`config.mk`:
```
export PLATFORM = sky130hd
export DESIGN_NAME = pipeline_hazard_sched
export DESIGN_NICKNAME = d
export VERILOG_FILES = /design/src/rtl/pipeline_hazard_sched.sv
export SDC_FILE = /design/constraint.sdc
export NUM_CORES = 1
export LEC_CHECK = 0
export CAP_MARGIN = 40
export CORE_MARGIN = 4
export CORE_UTILIZATION = 45
export CTS_BUF_LIST = sky130_fd_sc_hd__clkbuf_4 sky130_fd_sc_hd__clkbuf_8
export CTS_CLUSTER_DIAMETER = 50
export DETAILED_ROUTE_END_ITERATION = 7
export GPL_TIMING_DRIVEN = 0
export PLACE_DENSITY = 0.8
export SYNTH_ARGS = -nofsm -noshare
export SYNTH_HDL_FRONTEND = slang
export SYNTH_SLANG_ARGS = --single-unit
```
`constraint.sdc`:
```
create_clock -name clk -period 1.8 [get_ports clk]
set_input_delay 0.27 -clock clk [delete_from_list [all_inputs] [get_ports clk]]
set_output_delay 0.27 -clock clk [all_outputs]
set_load 0.005 [all_outputs]
```
`src/rtl/pipeline_hazard_sched.sv`:
```
// Stall/flush scheduler for the 5-stage pipeline: arbitrates dmem wait, taken
// branch and load-use hazards into register enables, flushes and PC enable.
module pipeline_hazard_sched #(
  parameter int LU_STALL = 1,
  parameter int CNT_W    = 16
) (
  input  logic             clk,
  input  logic             rst_n,
  input  logic             load_use_req,
  input  logic             branch_taken,
  input  logic             dmem_busy,
  output logic [3:0]       enableFF,
  output logic [3:0]       resetFF,
  output logic             enablePC,
  output logic [CNT_W-1:0] stall_cnt,
  output logic [CNT_W-1:0] flush_cnt,
  output logic             busy
);

  localparam int BW = $clog2(LU_STALL + 1);

  typedef enum logic {RUN = 1'b0, LSTALL = 1'b1} state_t;

  state_t        state, state_nx;
  logic [BW-1:0] bub_left, bub_nx;
  logic          flush_ev;

  always_ff @(posedge clk) begin
    if (!rst_n) begin
      state     <= RUN;
      bub_left  <= '0;
      stall_cnt <= '0;
      flush_cnt <= '0;
    end else begin
      state    <= state_nx;
      bub_left <= bub_nx;
      if (!enablePC && stall_cnt != '1) stall_cnt <= stall_cnt + 1'b1;
      if (flush_ev && flush_cnt != '1)  flush_cnt <= flush_cnt + 1'b1;
    end
  end

  // dmem wait freezes everything, including a pending load-use countdown
  always_comb begin
    state_nx = state;
    bub_nx   = bub_left;
    if (dmem_busy) begin
      state_nx = state;
    end else if (branch_taken) begin
      state_nx = RUN;
      bub_nx   = '0;
    end else if (state == RUN && load_use_req) begin
      if (LU_STALL > 1) begin
        state_nx = LSTALL;
        bub_nx   = BW'(LU_STALL - 1);
      end
    end else if (state == LSTALL) begin
      bub_nx = bub_left - 1'b1;
      if (bub_left == BW'(1)) state_nx = RUN;
    end
  end

  always_comb begin
    enableFF = 4'b1111;
    resetFF  = 4'b0000;
    enablePC = 1'b1;
    flush_ev = 1'b0;
    if (!rst_n) begin
      resetFF  = 4'b1111;
      enablePC = 1'b0;
    end else if (dmem_busy) begin
      enableFF = 4'b0000;
      enablePC = 1'b0;
    end else if (branch_taken) begin
      resetFF  = 4'b1100;
      flush_ev = 1'b1;
    end else if ((state == RUN && load_use_req) || state == LSTALL) begin
      enableFF = 4'b0111;
      resetFF  = 4'b0100;
      enablePC = 1'b0;
    end
  end

  assign busy = (state == LSTALL);

endmodule

```
# After elaboration in Yosys (flattened, before gate mapping)
# Index checks and enable logic that the tools add are counted.
[word_totals]
output_inout_bits = 42
romBits = 0
mem_count = 0
ram_bits = 0
wordCells = 42
input_bits = 5
latch_bits = 0
ff_bits = 34
[classes]
n_bitwise = 2
n_lt_le_gt_ge = 0
reduce_logical = 8
n_shift = 0
mul = 0
eq_ne = 3
addsub = 3
mux = 22
n_div = 0
[op_table]
columns = ["cell", "n"]
rows = [
  ["16-bit by 1-bit adder with 16-bit output (second input constant)", 2],
  ["16-bit != test (second input constant)", 2],
  ["4-bit two-way mux", 7],
  ["1-bit two-way mux", 14],
  ["1-bit logical AND", 3],
  ["3-bit two-way mux", 1],
  ["3-bit AND reduction", 1],
  ["2-bit != test (second input constant)", 1],
  ["1-bit NOT", 2],
  ["2-bit AND reduction", 1],
  ["2-bit nonzero test", 1],
  ["1-bit zero test", 1],
  ["1-bit logical OR", 1],
  ["1-bit subtractor (second input constant)", 1],
]

# Longest topological paths before layout
# Gate-level depths: netlist (run 1).
[depth]
ltp_word = 9
mapped_depth = 6
mapped_depth_nobuf = 5

# Worst setup path after synthesis (run 1)
# OpenSTA, ideal clock, no wires.
[synth_timing]
path_kind = "register to register"
startpoint = "register stall_cnt[0]"
endpoint = "register stall_cnt[1]"
slack_ps = 245
arrival_time_ps = 1485
stages_incl_launch_ff = 7
path_buffers = 1
period_less_slack_ps = 1555
setup_time_ps = 70
t_required_ps = 1730
cell_sequence = "dfxtp_1 -> ha_1 -> nand3_1 -> nor4_4 -> buf_2 -> or3b_2 -> a21oi_1"
[synth_via]
elab_chain_cells = 2
word_cells_on_any_way = 3
classes_between = "1 x add/sub; 1 x eq/ne; 1 x reduce/logical"
[synth_lines]
columns = ["element", "line", "rtl"]
rows = [
  ["start: declaration", "15", "output logic [CNT_W-1:0] stall_cnt,"],
  ["start signal: assignment", "37", "if (!enablePC && stall_cnt != '1) stall_cnt <= stall_cnt + 1'b1;"],
  ["branches (longest 2 deep; another with 16-bit by 1-bit adder with 16-bit output)", "-", ""],
]
# Several ways; the timed one is not identified.
# A chain may end at the register's enable or synchronous reset.

# Worst setup path after layout (run 1)
[layout_timing]
startpoint = "input branch_taken"
endpoint = "output resetFF[3]"
[layout_via]
elab_chain_cells = 3
[layout_lines]
columns = ["element", "line", "rtl"]
rows = [
  ["start: declaration", "10", "input logic branch_taken,"],
  ["4-bit two-way mux", "73", "end else if (branch_taken) begin"],
  ["4-bit two-way mux", "70", "end else if (dmem_busy) begin"],
  ["4-bit two-way mux", "67", "if (!rst_n) begin"],
  ["end: declaration", "13", "output logic [3:0] resetFF,"],
]
# No other way between the ends.

==> impl_summary.md, run 1 <==
Status
The run finished with clean final reports.

Setup path
In this run the critical register-to-register path is launched from flush_cnt[0]. The endpoint type of the worst setup path is an output pin. Data on the critical path arrives at its endpoint at 1.48 ns. The highest net fanout along the worst path is 6. The critical path data required time is 1.53 ns.

The worst setup path is launched from an input pin. The start-to-end type of the worst setup path is input pin to output pin. The critical path starts at branch_taken.

Global route
Global routing used 20.4% of the available tracks across all layers. The via count of the first global-routing pass is 1847. The largest net degree at the start of global routing is 12. The aggregate global routing overflow is 0. The first global-routing pass estimated 8470 µm of wire. The initial antenna violation count came to 0.

Floorplanning
The die covers 0.00515 mm². In this run the core area contains 22 standard-cell rows. The effective utilization at floorplan is 48.1%.

The vertical extent of the die is 71.7 µm. The core region area is 0.00380 mm². The die is 71.7 µm wide.

47 I/O pins were placed.

Synth
Synthesis produced 212 cells. A synthesized cell averages 8.62 µm². For this run, the register share of the synthesized area comes to 37.2%. The number of nets in the synthesized netlist is 219. In the synthesized netlist the dominant register cell turns out to be sky130_fd_sc_hd__dfxtp_1. The total of flip-flops plus latches after synthesis is 34. The number of warning messages in the yosys log is 0. The number of distinct standard cells referenced by the synthesized netlist is 47. The count of flip-flops with a built-in enable after synthesis is 0.

After synthesis, the share of flip-flops with an asynchronous set or reset is 0%. Summing every instance area after synthesis gives 0.00183 mm².

Clock network
Clock-pin slew was measured on the worst setup and hold paths at 0.06 ns. Clock latency on the worst-skew pair, taken at its later pin, is 0.28 ns. The number of buffers on the longest clock path is 2. The maximum level of the CTS H-tree is 2.

TritonCTS built the clock tree. The number of buffers created by CTS is 5. Counting every sink on the clock net gives 34. The buffer cell driving the clock tree root is sky130_fd_sc_hd__clkbuf_8.

Final layout
The relative area change from synthesis to final layout is 42.4%. At the end of the flow, the number of nets in the layout was 278. The layout has 321 filler cells. The repair_antennas step left the layout with diodes totalling 0. The post-route cell area is 0.00260 mm². The fraction of layout instances using a drive strength above 1 is 20.4%.

Routing
Using the TritonRoute via totals, the vias-per-cell ratio works out to 6.14. The detailed router finished its first iteration with 140 violations. The total DRC errors in the routed layout is 0. The pre-antenna-repair detailed-routing pass consisted of 4 iterations. The detailed-route wire length is 5030 µm. The antenna violation net count after detailed routing is 0. The mean routed wirelength per cell is 15.8 µm.

The total via count in the routed design is 1953.

Timing
The final worst-path cycle share is 97.2%. The final clock skew is 0.00202 ns. The final worst hold slack is 0.336 ns. The worst slew slack as a fraction of its limit is 69.4%.

Timing would allow up to 0.572 GHz. The slew of the pin with the lowest slew margin is 0.460 ns. For the finished layout, the period the worst path requires is 1.75 ns. Setup violations remaining at the end of the flow were counted as 0. The final hold violation count is 0. The count of pins over their slew limit came to 0.

Pwr
IR analysis of the VDD net gives a maximum drop of 0.000395 V. For this design the static power due to leakage is 0.000896 µW. The areal power density over the cells is 566 mW/mm².

Worst hold path
The startpoint identified for the worst hold timing path is rst_n. The tightest min-delay check is of the input pin to flop type.

Place
Routability-driven placement finished with a final weighted congestion of 0.890. The post-detailed-placement cell area is 0.00235 mm². The HPWL after detailed placement is 3490 µm. Buffers placed on the I/O ports in this run total 46.

Flow run
The tool flagged a number of max-cap violations equal to 0.
[stage by stage]
step | std cells | setup TNS [ns] | power (µW) | utilization (%) | setup slack (ns)
5_1_grt | 318 | -0.0203 | 1540 | 68.5 | -0.0203
2_1_floorplan | 212 | 0 | 845 | - | 0.245
3_3_place_gp | 306 | -10.61 | 910 | 61.8 | -0.821
3_5_place_dp | 306 | -11.90 | 913 | 61.8 | -0.841
4_1_cts | 317 | 0 | 1480 | 66.4 | 0.000692
6_report | 318 | 0 | 1470 | 68.5 | 0.0513
[final cells by class]
type | instances | area, µm² | share of cell area, %
well taps | 48 | 60.1 | 2.31
flip-flops and latches | 34 | 694 | 26.7
plain buffers | 10 | 88.8 | 3.41
multi-input cells | 162 | 1150 | 44.3
inverters | 6 | 22.5 | 0.865
repair buffers | 52 | 502 | 19.3
clock buffers | 6 | 82.6 | 3.17
[what timing repair did]
action                     in CTS  in global routing
resized for setup              26                 29
pin swaps                       2                  1
cloned                          0                  0
buffers inserted                5                  1
setup endpoints to repair      20                 24
hold buffers                    0                  0
[path summary, 6_finish.rpt]
check	to	cells past startpoint	slack (ns)
worst max-delay path	resetFF[3]	4	0.05
worst min-delay path	flush_cnt[6]	3	0.34
worst max register to register	flush_cnt[14]	5	0.10
worst min register to register	bub_left	2	0.48
[cells in the mapped netlist (all sizes together) (2+ instances only)]
cell type	count	area share, %
buf	7	2.3
dfxtp	34	37
nand2b	6	2.1
o211a	2	1.1
nand2	18	3.8
a21oi	21	5.7
clkbuf	3	0.62
o31ai	14	5.7
o21bai	2	0.82
nor4	5	2.5
mux2i	4	2.2
o311a	3	1.6
o21ai	10	2.7
o41ai	2	0.96
nand4	9	3.8
nand3	10	3.0
nor2	7	1.4
inv	6	1.2
or3	4	1.4
o21a	2	0.82
ha	2	1.4
or4	13	5.3
o311ai	2	0.96
o211ai	2	1.1
and3	3	1.0
nor3	4	1.1
and4	5	2.5
[worst max-delay path, cell delays in order]
cell and delay (ns):
sky130_fd_sc_hd__clkdlybuf4s15_1 0.32, sky130_fd_sc_hd__nor2b_4 0.23, sky130_fd_sc_hd__nand2b_1 0.13, sky130_fd_sc_hd__clkdlybuf4s50_1 0.52
[flip-flops by register name, summed over array words and instances, names as in the netlist]
signal / count
stall_cnt: 16
flush_cnt: 16
bub_left: 1
busy: 1
[cell families (layout without fill, tap and decap cells)]
family | after synthesis | after routing | synth area share (%)
AND/OR/NAND/NOR | 91 | 91 | 31.1
AO/OA/AOI/OAI | 65 | 65 | 24.0
flip-flops | 34 | 34 | 37.2
buffers and inverters | 16 | 74 | 4.11
multiplexers | 4 | 4 | 2.19
adder cells (fa/ha/maj) | 2 | 2 | 1.37
[layout by cell type (no fill, tap or decap), types with 5 or more instances in the layout]
master / instances
sky130_fd_sc_hd__nand3_1: 8
sky130_fd_sc_hd__nor2_1: 6
sky130_fd_sc_hd__inv_1: 5
sky130_fd_sc_hd__or4_1: 13
sky130_fd_sc_hd__o21ai_0: 9
sky130_fd_sc_hd__nand4_1: 7
sky130_fd_sc_hd__o31ai_1: 14
sky130_fd_sc_hd__nand2b_1: 5
sky130_fd_sc_hd__dfxtp_1: 25
sky130_fd_sc_hd__clkdlybuf4s50_1: 39
sky130_fd_sc_hd__dfxtp_2: 8
sky130_fd_sc_hd__a21oi_1: 21
sky130_fd_sc_hd__buf_4: 10
sky130_fd_sc_hd__clkbuf_8: 8
sky130_fd_sc_hd__nand2_1: 15
[per-layer routing]
| metal | global-route usage [%] | routed length, µm | share of wire (%) |
|---|---|---|---|
| met5 | 0 | 0 | 0 |
| met3 | 5.61 | 283 | 5.6 |
| met4 | 6.26 | 34 | 0.68 |
| met1 | 28.2 | 2340 | 46 |
| met2 | 30.7 | 2380 | 47 |
[report_power, final]
group	internal, µW	leakage, µW	switching [µW]	total [µW]
Sequential	760	0.000279	10.8	771
Clock	295	0.0000431	262	556
Combinational	80.6	0.000574	65.8	146
(Power assumes the default switching activity.)
==> run 2, diff against run 1 <==
--- a/config.mk
+++ b/config.mk
@@ -8,7 +8,7 @@
 export CAP_MARGIN = 40
 export CORE_MARGIN = 4
 export CORE_UTILIZATION = 45
-export CTS_BUF_LIST = sky130_fd_sc_hd__clkbuf_4 sky130_fd_sc_hd__clkbuf_8
+export CTS_BUF_LIST = sky130_fd_sc_hd__clkbuf_4
 export CTS_CLUSTER_DIAMETER = 50
 export DETAILED_ROUTE_END_ITERATION = 7
 export GPL_TIMING_DRIVEN = 0
==> impl_summary.md, run 2 (synthesis results as in run 1) <==
Status
Run status: complete, no violations (unchanged).

Routing
The antenna violation net count after detailed routing was 0 (unchanged). The mean routed wirelength per cell is 15.9 µm (was 15.8 µm). The first-pass iteration count of the detailed router is 4 (unchanged). The total via count in the routed design is 1949 (was 1953).

The number of design-rule violations left by the first detailed-router iteration came to 176 (was 140). The detailed-route wire length came to 5050 µm (was 5030 µm). The total DRC errors in the routed layout came to 0 (unchanged). The mean number of vias per cell is 6.13 (was 6.14).

Pwr
The register share of total power is 59.7% (was 52.3%). The clock group share of total power is 29.3% (was 37.7%). The switching power summed over all nets is 320 µW (was 338 µW). The internal power is 970 µW (was 1140 µW). The areal power density over the cells is 507 mW/mm² (was 566 mW/mm²). The switching share of power is 24.8% (was 22.9%). The post-layout total power is 1290 µW (was 1470 µW). The maximum resistive drop on vdd is 0.000342 V (was 0.000395 V). The leakage power total is 0.000864 µW (was 0.000896 µW). The fraction of power consumed by combinational cells is 10.9% (was 9.9%).

Global route
The initial antenna violation count is 0 (unchanged). The overall global routing resource usage is 20.1% (was 20.4%). The largest net degree at the start of global routing is 12 (unchanged). The aggregate global routing overflow came to 0 (unchanged). The wire length of the first global-routing pass was 8470 µm (about the same). The via count of the first global-routing pass was 1848 (was 1847).

Worst hold path
The worst min-delay path class is input pin to flop (unchanged).

Floorplanning
The total die area is 0.00515 mm² (unchanged). The core region area is 0.00380 mm² (unchanged). The vertical extent of the die is 71.7 µm (unchanged). The horizontal die dimension came to 71.7 µm (unchanged). The number of placement rows was 22 (unchanged). The effective utilization at floorplan is 48.1% (unchanged). The count of pins on the block boundary was 47 (unchanged).

Flow run
The count of maximum capacitance violations is 0 (unchanged).

Timing
The clock period minus worst slack is 1.75 ns (about the same). The total negative setup slack came to 0 ns (unchanged). The final hold violation count is 0 (unchanged). The worst slew slack as a fraction of its limit is 68.9% (was 69.4%). The final worst hold slack is 0.273 ns (was 0.336 ns). The count of pins over their slew limit is 0 (unchanged). The final worst-path cycle share is 97.0% (was 97.2%). The maximum clock rate is 0.573 GHz (was 0.572 GHz).

The slew of the pin with the lowest slew margin is 0.467 ns (was 0.460 ns). The final setup violation count is 0 (unchanged). The final clock skew was 0.00803 ns (was 0.00202 ns).

Final layout
The relative area change from synthesis to final layout is 39.2% (was 42.4%). The most common cell after layout, fill and taps aside was sky130_fd_sc_hd__clkdlybuf4s50_1 (unchanged). The final cell utilization of the core is 67.0% (was 68.5%). Registers with the most flip-flops: flush_cnt (16), stall_cnt (16) (unchanged). Most frequent cells in the layout: 39 x sky130_fd_sc_hd__clkdlybuf4s50_1, 24 x sky130_fd_sc_hd__dfxtp_1, 21 x sky130_fd_sc_hd__a21oi_1, 15 x sky130_fd_sc_hd__nand2_1, 14 x sky130_fd_sc_hd__o31ai_1 (was 39 x sky130_fd_sc_hd__clkdlybuf4s50_1, 25 x sky130_fd_sc_hd__dfxtp_1, 21 x sky130_fd_sc_hd__a21oi_1, 15 x sky130_fd_sc_hd__nand2_1, 14 x sky130_fd_sc_hd__o31ai_1). The number of antenna repair diodes is 0 (unchanged). The post-route cell area is 0.00254 mm² (was 0.00260 mm²). The number of nets in the final layout is 278 (unchanged).

The fraction of layout instances using a drive strength above 1 is 20.4% (unchanged).

Place
The number of port buffers is 46 (unchanged). The post-detailed-placement cell area came to 0.00235 mm² (unchanged). The final weighted congestion in routability-driven placement came to 0.890 (unchanged). The half-perimeter wire length after detailed placement came to 3490 µm (unchanged).

Setup path
The endpoint type of the worst setup path is an output pin (unchanged). The endpoint arrival time on the critical path is 1.48 ns (about the same). The start-to-end type of the worst setup path was input pin to output pin (unchanged). The kind of start point of the critical path was an input pin (unchanged). The highest net fanout along the worst path came to 6 (unchanged).

The critical path data required time is 1.53 ns (about the same).

Clock network
The number of buffers created by CTS is 5 (unchanged). The clock tree from TritonCTS was built (unchanged). The register clock-pin slew on the reported worst setup and hold paths is 0.10 ns (was 0.06 ns). The maximum level of the CTS H-tree is 2 (unchanged). The clock sink total came to 34 (unchanged).

The number of buffers on the longest clock path is 2 (unchanged). The later-pin clock latency in the skew report is 0.34 ns (was 0.28 ns). The buffer cell driving the clock tree root is sky130_fd_sc_hd__clkbuf_4 (was sky130_fd_sc_hd__clkbuf_8).
[run 2: cell types whose count changed in the layout (fill, tap and decap cells not counted), sizes merged]
cell           change
clkdlybuf4s15      -1
clkbuf             -2
clkinv             +1
dlygate4sd2        +3
dlymetal6s2s       -2
buf                +1
[run 2: metrics by stage]
step                      instances  worst slack [ns]
after CTS                       316           0.00514
final                           318            0.0546
after detailed placement        306            -0.841
after floorplan                 212             0.245
after global placement          306            -0.821
after global routing            318           -0.0135
[run 2: path summary, 6_finish.rpt]
path                                     from             to  slack, ns  depth (start not counted)
worst max-delay path             branch_taken     resetFF[3]       0.05                          4
worst min register to register       bub_left       bub_left       0.49                          2
worst max register to register  flush_cnt[10]  flush_cnt[14]       0.10                          4
worst min-delay path                    rst_n   flush_cnt[6]       0.27                          3
[run 2: timing repair]
item	in CTS	in global routing
hold buffers	0	0
gates resized for setup	27	26
setup endpoints to repair	11	24
pin swaps	2	2
buffers inserted	4	2
gates cloned	0	0
[run 2: area by class of cell]
cell class	count	area [µm²]
well taps	48	60.1
inverters	6	22.5
fillers	333	1250
clock inverters	1	3.75
clock buffers	5	37.5
multi-input cells	162	1140
flip-flops and latches	34	696
plain buffers	10	90.1
repair buffers	52	493
[run 2: power groups by stage]
stage / registers [µW] / logic, µW / clock network [µW]
global placement: 788 / 122 / 0
detailed placement: 788 / 125 / 0
CTS: 769 / 138 / 384
finish: 771 / 141 / 379
floorplan: 787 / 57.6 / 0
global route: 773 / 154 / 421
[run 2: critical path: stages]
cell and delay, ns:
sky130_fd_sc_hd__dlygate4sd2_1 0.34, sky130_fd_sc_hd__nor2b_4 0.23, sky130_fd_sc_hd__nand2b_1 0.12, sky130_fd_sc_hd__clkdlybuf4s50_1 0.52
[run 2: metal layers]
layer | global-route usage (%) | part of all wire [%] | vias up
met5 | 0 | 0 | -
li1 | - | - | 947
met3 | 3.37 | 5.2 | 4
met4 | 6.89 | 0.75 | 0
met2 | 30.9 | 48 | 59
met1 | 28.4 | 46 | 939
==> run 3, diff against run 2 <==
--- a/config.mk
+++ b/config.mk
@@ -9,7 +9,7 @@
 export CORE_MARGIN = 4
 export CORE_UTILIZATION = 45
 export CTS_BUF_LIST = sky130_fd_sc_hd__clkbuf_4
-export CTS_CLUSTER_DIAMETER = 50
+export CTS_CLUSTER_DIAMETER = 120
 export DETAILED_ROUTE_END_ITERATION = 7
 export GPL_TIMING_DRIVEN = 0
 export PLACE_DENSITY = 0.8
==> results of run 3 <==
The final DEF is identical to that of run 2; final timing and power are the same.
